## src/rtl/regfile_pkg.sv

```systemverilog
// rtl/regfile_pkg.sv - shared constants and clear FSM encoding for regfile_2r1w
package regfile_pkg;

  localparam int DEF_WIDTH  = 4;
  localparam int DEF_DEPTH  = 8;
  localparam int DEF_ADDR_W = 3;

  typedef enum logic {
    ST_IDLE  = 1'b0,
    ST_CLEAR = 1'b1
  } state_t;

endpackage

```

## src/rtl/regfile_rdport.sv

```systemverilog
// rtl/regfile_rdport.sv - one registered read port with range check and write bypass
module regfile_rdport
  import regfile_pkg::*;
#(
  parameter int WIDTH  = DEF_WIDTH,
  parameter int DEPTH  = DEF_DEPTH,
  parameter int ADDR_W = DEF_ADDR_W
) (
  input  logic              clk,
  input  logic              rst_n,
  input  logic              rd_en,
  input  logic [ADDR_W-1:0] rd_addr,
  input  logic [WIDTH-1:0]  mem [DEPTH],
  input  logic              wr_ok,
  input  logic [ADDR_W-1:0] wr_addr,
  input  logic [WIDTH-1:0]  data_in,
  output logic              oor,
  output logic [WIDTH-1:0]  data_out,
  output logic              valid
);

  localparam logic [ADDR_W:0] DEPTH_L = (ADDR_W+1)'(DEPTH);

  logic             addr_bad;
  logic [WIDTH-1:0] rd_data;

  assign addr_bad = ({1'b0, rd_addr} >= DEPTH_L);
  assign oor      = rd_en && addr_bad;

  // wr_ok is only ever true in IDLE, so bypass is naturally disabled while clearing
  always_comb begin
    rd_data = '0;
    if (!addr_bad) begin
      if (wr_ok && (wr_addr == rd_addr)) rd_data = data_in;
      else                               rd_data = mem[rd_addr];
    end
  end

  always_ff @(posedge clk or negedge rst_n) begin
    if (!rst_n) begin
      data_out <= '0;
      valid    <= 1'b0;
    end else begin
      valid <= rd_en;
      if (rd_en) data_out <= rd_data;
    end
  end

endmodule

```

## src/rtl/regfile_2r1w.sv

```systemverilog
// rtl/regfile_2r1w.sv - 1-write 2-read register file with hardware clear sequencer
module regfile_2r1w
  import regfile_pkg::*;
#(
  parameter int WIDTH  = DEF_WIDTH,
  parameter int DEPTH  = DEF_DEPTH,
  parameter int ADDR_W = DEF_ADDR_W
) (
  input  logic              clk,
  input  logic              rst_n,
  input  logic              wr_en,
  input  logic [ADDR_W-1:0] wr_addr,
  input  logic [WIDTH-1:0]  data_in,
  input  logic              rd_en_a,
  input  logic [ADDR_W-1:0] rd_addr_a,
  output logic [WIDTH-1:0]  data_out_a,
  output logic              valid_a,
  input  logic              rd_en_b,
  input  logic [ADDR_W-1:0] rd_addr_b,
  output logic [WIDTH-1:0]  data_out_b,
  output logic              valid_b,
  input  logic              clr_start,
  output logic              busy,
  output logic              err
);

  localparam logic [ADDR_W:0]   DEPTH_L = (ADDR_W+1)'(DEPTH);
  localparam logic [ADDR_W-1:0] LAST    = ADDR_W'(DEPTH-1);

  logic [WIDTH-1:0]  mem [DEPTH];
  state_t            state;
  logic [ADDR_W-1:0] ptr;
  logic              wr_ok, wr_err, oor_a, oor_b;

  assign wr_ok  = wr_en && (state == ST_IDLE) && ({1'b0, wr_addr} < DEPTH_L);
  assign wr_err = wr_en && !wr_ok;

  // A write and clr_start in the same IDLE cycle both take effect; the walk erases it later
  always_ff @(posedge clk or negedge rst_n) begin
    if (!rst_n) begin
      for (int i = 0; i < DEPTH; i++) mem[i] <= '0;
      state <= ST_IDLE;
      ptr   <= '0;
      busy  <= 1'b0;
      err   <= 1'b0;
    end else begin
      err <= wr_err | oor_a | oor_b;
      if (wr_ok) mem[wr_addr] <= data_in;
      case (state)
        ST_IDLE: begin
          if (clr_start) begin
            state <= ST_CLEAR;
            ptr   <= '0;
            busy  <= 1'b1;
          end
        end
        ST_CLEAR: begin
          mem[ptr] <= '0;
          if (ptr == LAST) begin
            state <= ST_IDLE;
            ptr   <= '0;
            busy  <= 1'b0;
          end else begin
            ptr <= ptr + 1'b1;
          end
        end
        default: state <= ST_IDLE;
      endcase
    end
  end

  regfile_rdport #(.WIDTH(WIDTH), .DEPTH(DEPTH), .ADDR_W(ADDR_W)) u_port_a (
    .clk      (clk),
    .rst_n    (rst_n),
    .rd_en    (rd_en_a),
    .rd_addr  (rd_addr_a),
    .mem      (mem),
    .wr_ok    (wr_ok),
    .wr_addr  (wr_addr),
    .data_in  (data_in),
    .oor      (oor_a),
    .data_out (data_out_a),
    .valid    (valid_a)
  );

  regfile_rdport #(.WIDTH(WIDTH), .DEPTH(DEPTH), .ADDR_W(ADDR_W)) u_port_b (
    .clk      (clk),
    .rst_n    (rst_n),
    .rd_en    (rd_en_b),
    .rd_addr  (rd_addr_b),
    .mem      (mem),
    .wr_ok    (wr_ok),
    .wr_addr  (wr_addr),
    .data_in  (data_in),
    .oor      (oor_b),
    .data_out (data_out_b),
    .valid    (valid_b)
  );

endmodule
```

## config.mk

```make
export PLATFORM = sky130hd
export DESIGN_NAME = regfile_2r1w
export DESIGN_NICKNAME = d
export VERILOG_FILES = /design/src/rtl/regfile_pkg.sv /design/src/rtl/regfile_rdport.sv /design/src/rtl/regfile_2r1w.sv
export SDC_FILE = /design/constraint.sdc
export NUM_CORES = 1
export LEC_CHECK = 0
export BUFFER_PORTS_ARGS = -buffer_cell sky130_fd_sc_hd__buf_2
export CAP_MARGIN = 15
export CORE_UTILIZATION = 60
export DETAILED_ROUTE_END_ITERATION = 12
export GPL_ROUTABILITY_DRIVEN = 0
export GPL_TIMING_DRIVEN = 1
export PLACE_DENSITY_LB_ADDON = 0.2
export SETUP_SLACK_MARGIN = 0.5
export SLEW_MARGIN = 0
export SYNTH_ARGS = -nofsm -noshare
export SYNTH_HDL_FRONTEND = slang
export SYNTH_SLANG_ARGS = --single-unit
```

## constraint.sdc

```tcl
create_clock -name clk -period 3.38 [get_ports clk]
set_input_delay 0.338 -clock clk [delete_from_list [all_inputs] [get_ports clk]]
set_output_delay 0.338 -clock clk [all_outputs]
set_load 0.02 [all_outputs]
```

# Word level (Yosys, flattened, before mapping)
# Cells that the tools add are included.
dict set report op_classes {
  addsub 1
  magnitude_cmp 6
  eq_ne 5
  muxes 24
  bitwise 7
  reduce_logical 8
}
# cell count
set op_table {}
lappend op_table {{$mux W32} 2}
lappend op_table {{$and A32 B32 Y32} 1}
lappend op_table {{$bwmux W32} 1}
lappend op_table {{$mux W4} 8}
lappend op_table {{$not A32 Y32} 1}
lappend op_table {{$bmux W4 S3} 2}
lappend op_table {{$demux W4 S3} 2}
lappend op_table {{$ge A4 B4 Y1 const B} 4}
lappend op_table {{$not A3 Y4} 4}
lappend op_table {{$lt A4 B1 Y1 const B} 2}
lappend op_table {{$eq A3 B3 Y1} 2}
lappend op_table {{$logic_and A1 B1 Y1} 6}
lappend op_table {{$mux W3} 2}
lappend op_table {{$pmux W3 S2} 1}
lappend op_table {{$mux W1} 4}
lappend op_table {{$pmux W1 S2} 2}
lappend op_table {{$add A3 B1 Y3 const B} 1}
lappend op_table {{$eq A3 B3 Y1 const B} 1}
lappend op_table {{$ne A2 B1 Y1 const B} 1}
lappend op_table {{$ne A2 B2 Y1 const B} 1}
lappend op_table {{$reduce_and A2 Y1} 1}
lappend op_table {{$logic_not A1 Y1} 1}
lappend op_table {{$not A1 Y1} 1}
dict set report totals {
  reg_bits 48
  input_bits 19
  elab_cells 67
}

# Longest topological paths before layout
dict set report depth {
  word_depth 9
  depth_mapped 6
  ltp_nobuf 4
}

# Cells and area by module
# From an unflattened synthesis, not the netlist that was laid out.
dict set report hier_totals {
  cells_unflattened 273
  area_unflattened_um2 2762.6
}
# mod instances cells_per_inst area_each_um2
set modules_own_cells {}
lappend modules_own_cells {regfile_2r1w 1 189 1771.7}
lappend modules_own_cells {regfile_rdport 2 42 495.5}

# Worst setup path after synthesis
# OpenSTA, ideal clock, no wires.
dict set report synth_timing {
  path_kind {input to register}
  from {in rd_addr_a[0]}
  to {reg u_port_a.data_out[0]}
  setup_time_ps 125
  t_arrival_ps 1740
  t_required_ps 3255
  slack_ps 1515
  cell_stages 5
  cell_sequence {buf_6 mux4_1 mux2_2 mux2_2 mux2_2}
}
dict set report synth_between {
  elab_chain_cells 5
  elab_cells_between_ends 7
  cone_classes {1 x eq/ne; 4 x mux; 1 x bitwise; 1 x reduce/logical}
}
# element line
set synth_rtl {}
lappend synth_rtl {{start: declaration} regfile_2r1w.sv:15} ;# input logic [ADDR_W-1:0] rd_addr_a,
lappend synth_rtl {{$not A3 Y4 (implied by the code)} regfile_rdport.sv:35} ;# else rd_data = mem[rd_addr];
lappend synth_rtl {{$bmux W4 S3} regfile_rdport.sv:35}
lappend synth_rtl {{$mux W4 (implied by the code) (2 in series)} regfile_rdport.sv:35}
lappend synth_rtl {{$mux W4 (*)} regfile_rdport.sv:34} ;# if (wr_ok && (wr_addr == rd_addr)) rd_data = data_in;
lappend synth_rtl {{end signal: assignment} regfile_rdport.sv:45} ;# if (rd_en) data_out <= rd_data;
lappend synth_rtl {{end: declaration} regfile_rdport.sv:18} ;# output logic [WIDTH-1:0] data_out,
# Every way passes the cells marked *; elsewhere a longest branch is shown, timed or not. The select of a mux whose other input is x is not followed.
# A chain may end at the register's enable or synchronous reset.

# Final worst setup path
dict set report layout_timing {
  from {reg mem[18] (netlist bit)}
  to {reg u_port_b.data_out[2]}
}
dict set report layout_between {
  elab_chain_cells 4
}
# element line
set layout_rtl {}
lappend layout_rtl {{start: declaration} regfile_2r1w.sv:30} ;# logic [WIDTH-1:0] mem [DEPTH];
lappend layout_rtl {{start signal: indexed assignment} regfile_2r1w.sv:48} ;# if (wr_ok) mem[wr_addr] <= data_in;
lappend layout_rtl {{$bmux W4 S3} regfile_rdport.sv:35}
lappend layout_rtl {{$mux W4 (implied by the code) (2 in series)} regfile_rdport.sv:35}
lappend layout_rtl {{$mux W4} regfile_rdport.sv:34}
lappend layout_rtl {{end signal: assignment} regfile_rdport.sv:45}
lappend layout_rtl {{end: declaration} regfile_rdport.sv:18}
# No other way between the ends. The select of a mux whose other input is x is not followed.

==> results.toml <==
[status]
outcome = "complete, but fails checks"
violations = "negative hold slack"

[setup_path]
crit_type = "register to register"
critPathArrivalTime_ns = 2.07
reg2reg_depth = 4
required_ns = 3.57
crit_path_start_kind = "register"
path_max_fanout = 3
timing.rr.start = "mem[18]$_DFF_PN0_"
reg2reg_to = "u_port_b.data_out[2]$_DFFE_PN0P_"
r2r_slack_ns = 1.50
end_kind = "register"

[clocking]
cts_tree = "built"
cts.htree.levels = 2
cts_buffers = 5
cts.clk_slew.worst_paths_ns = 0.09
cts_buffer_depth = 2
clkLatencyLatePin_ns = 0.30
ctsResizeCount = 0
post_cts_buffers = 0
clock-sinks = 48
cts_hold_buffers = 0
cts_root_buffer = "clkbuf_8"

[route]
wl_per_cell_um = 19.74
drc = 0
routed_wl_um = 5943
drtIter0Drc = 99
viasPerCell = 6.282
antenna_left = 0
via_count = 1891
dr.pass1.iters = 4

[global_route]
grt_pass1_wl_um = 9563
grt_max_degree = 49
first_global_vias = 1826
overflow = 0
antenna_found_initial = 0
grt_use_total_pct = 25.97

[timing]
timing.final.ws_setup_ns = 1.496
period_share_pct = 55.73
hold_viol = 20
setup_tns_ns = 0
slew_headroom_pct = 66.61
final_max_slew_viol_count = 0
rsz0062_at_grt = "no"
hold_slack_ns = -0.009660
finalSetupViolCount = 0
fin_skew_ns = 0.006702
fin_crit_ns = 1.884
max_slew.worst_pin.slew_ns = 0.4970
fmaxAchievable_mhz = 530.8

[final_layout]
drive_above_1_share_pct = 26.91
syn_to_final_growth_pct = 9.041
nets = 269
layout_common_cells = "dfrtp_1 (48), nor2_1 (33), buf_2 (30), mux2i_1 (25), mux2_2 (24)"
num_antenna_cells = 0
mostFrequentLayoutCell = "dfrtp_1"

[job]
maxCapViolations = 0

[yosys]
netlist_area_mm2 = 0.002754
synth_nets = 244
async_flop_share_pct = 100.0
synth.avg_cell_area_um2 = 12.35
yosys_register_bits = 48
ys_seq_area_share_pct = 43.62
synth_edf_count = 0
yosys_warnings = 0
synth_cell_types = 24
synth_ff_type = "dfrtp_1"
netlist_instances = 223

[power]
power_density_mw_per_mm2 = 642.8
leakage_nw = 1.553
irDropWorstVdd_uv = 419.5

[min_path]
hp-class = "primary input to asynchronous set/reset pin"

[floorplanning]
die_area_mm2 = 0.004865
fp-row-count = 24
design.core.area_mm2 = 0.004384
die_x_um = 69.75
die_h_um = 69.75
top_level_ports = 31
start_util_pct = 62.81

[placed_design]
place.port_buffers = 30
dp_slack_ns = 1.237
hpwl_um = 4197
state kept, by name, summed over array words and instances, names as in the netlist:
register and flops:
err 1, ptr 3, u_port_b.data_out 4, u_port_b.valid 1
u_port_a.valid 1, mem 32, u_port_a.data_out 4, state 1
busy 1
synth_stat cells (2+ instances only):
cell,instances,area [um2]
a21oi_1,8,40.04
buf_6,4,45.04
clkbuf_1,5,18.77
clkbuf_4,4,30.03
dfrtp_1,48,1201
ha_1,2,25.02
inv_1,2,7.510
mux2_2,24,270.3
mux2i_1,25,250.2
mux4_1,16,420.4
nand2_1,15,56.30
nand2b_1,5,31.28
nand3_1,5,25.02
nand3b_1,3,22.52
nand4_2,2,25.02
nor2_1,33,123.9
nor3_1,2,10.01
nor3b_2,3,37.54
o21ai_0,6,30.03
o22ai_1,2,12.51
xnor2_1,6,52.55
per-stage QoR:
stage               cell area [um2]  power, mW  hold WS (ns)  cells  utilization (%)
floorplan                      2754      1.324       0.04241    223                -
global placement               2875      1.500        0.4868    292            65.58
detailed placement             2875      1.522        0.4907    292            65.58
CTS                            2983      1.935        0.2135    300            68.04
global route                   3003      2.032       0.02202    301            68.49
finish                         3003      1.930     -0.009660    301            68.49
cell type report:
type	count	area, um2
repair buffers	31	170.2
flip-flops and latches	48	1201
fillers	327	1381
inverters	2	7.507
clock buffers	6	72.57
clock inverters	2	35.03
well taps	52	65.06
multi-input cells	160	1451
per-layer routing:
| layer | share of wire [%] | routed length (um) | track usage (%) |
|---|---|---|---|
| met3 | 3.8 | 228 | 4.070 |
| met5 | 0 | 0 | 0 |
| met2 | 48 | 2852 | 42.29 |
| met4 | 0.86 | 51 | 4.667 |
| met1 | 47 | 2811 | 37.72 |
power by group:
group	switching [mW]	leakage (nW)	internal, mW	total [mW]
Clock	0.192	0.0552	0.220	0.412
Combinational	0.325	0.853	0.300	0.625
Sequential	0.155	0.644	0.739	0.894
critical path, stage by stage (launching register included):
cell,delay (ns)
dfrtp_1,0.41
mux4_1,0.55
mux2_2,0.28
mux2_2,0.26
mux2_2,0.26
how the worst max path moves through the flow:
stage / start / end / slack (ns) / cells after the start
4_1_cts: mem[18]$_DFF_PN0_ / u_port_b.data_out[2]$_DFFE_PN0P_ / 1.48 / 4
3_3_place_gp: rd_addr_b[0] / u_port_b.data_out[2]$_DFFE_PN0P_ / 1.25 / 5
6_report: mem[18]$_DFF_PN0_ / u_port_b.data_out[2]$_DFFE_PN0P_ / 1.50 / 4
5_1_grt: state$_DFF_PN0_ / mem[9]$_DFF_PN0_ / 1.40 / 4
2_1_floorplan: rd_addr_a[0] / u_port_a.data_out[0]$_DFFE_PN0P_ / 1.52 / 5
3_5_place_dp: rd_addr_b[0] / u_port_b.data_out[2]$_DFFE_PN0P_ / 1.24 / 5
kinds of logic (layout without fill, tap and decap cells):
group                      Yosys count  count (layout)  synth area share [%]
and+or+nand+nor                     71              71                 12.72
DFF                                 48              48                 43.62
buffers and inverters               15              41                 3.680
xor gates and xnor gates             6               6                 1.908
adders and majority gates            2               2                0.9085
AOI/OAI and AO/OA                   16              16                 2.999
muxes                               65              65                 34.17
Power figures use the tool's default switching activity.
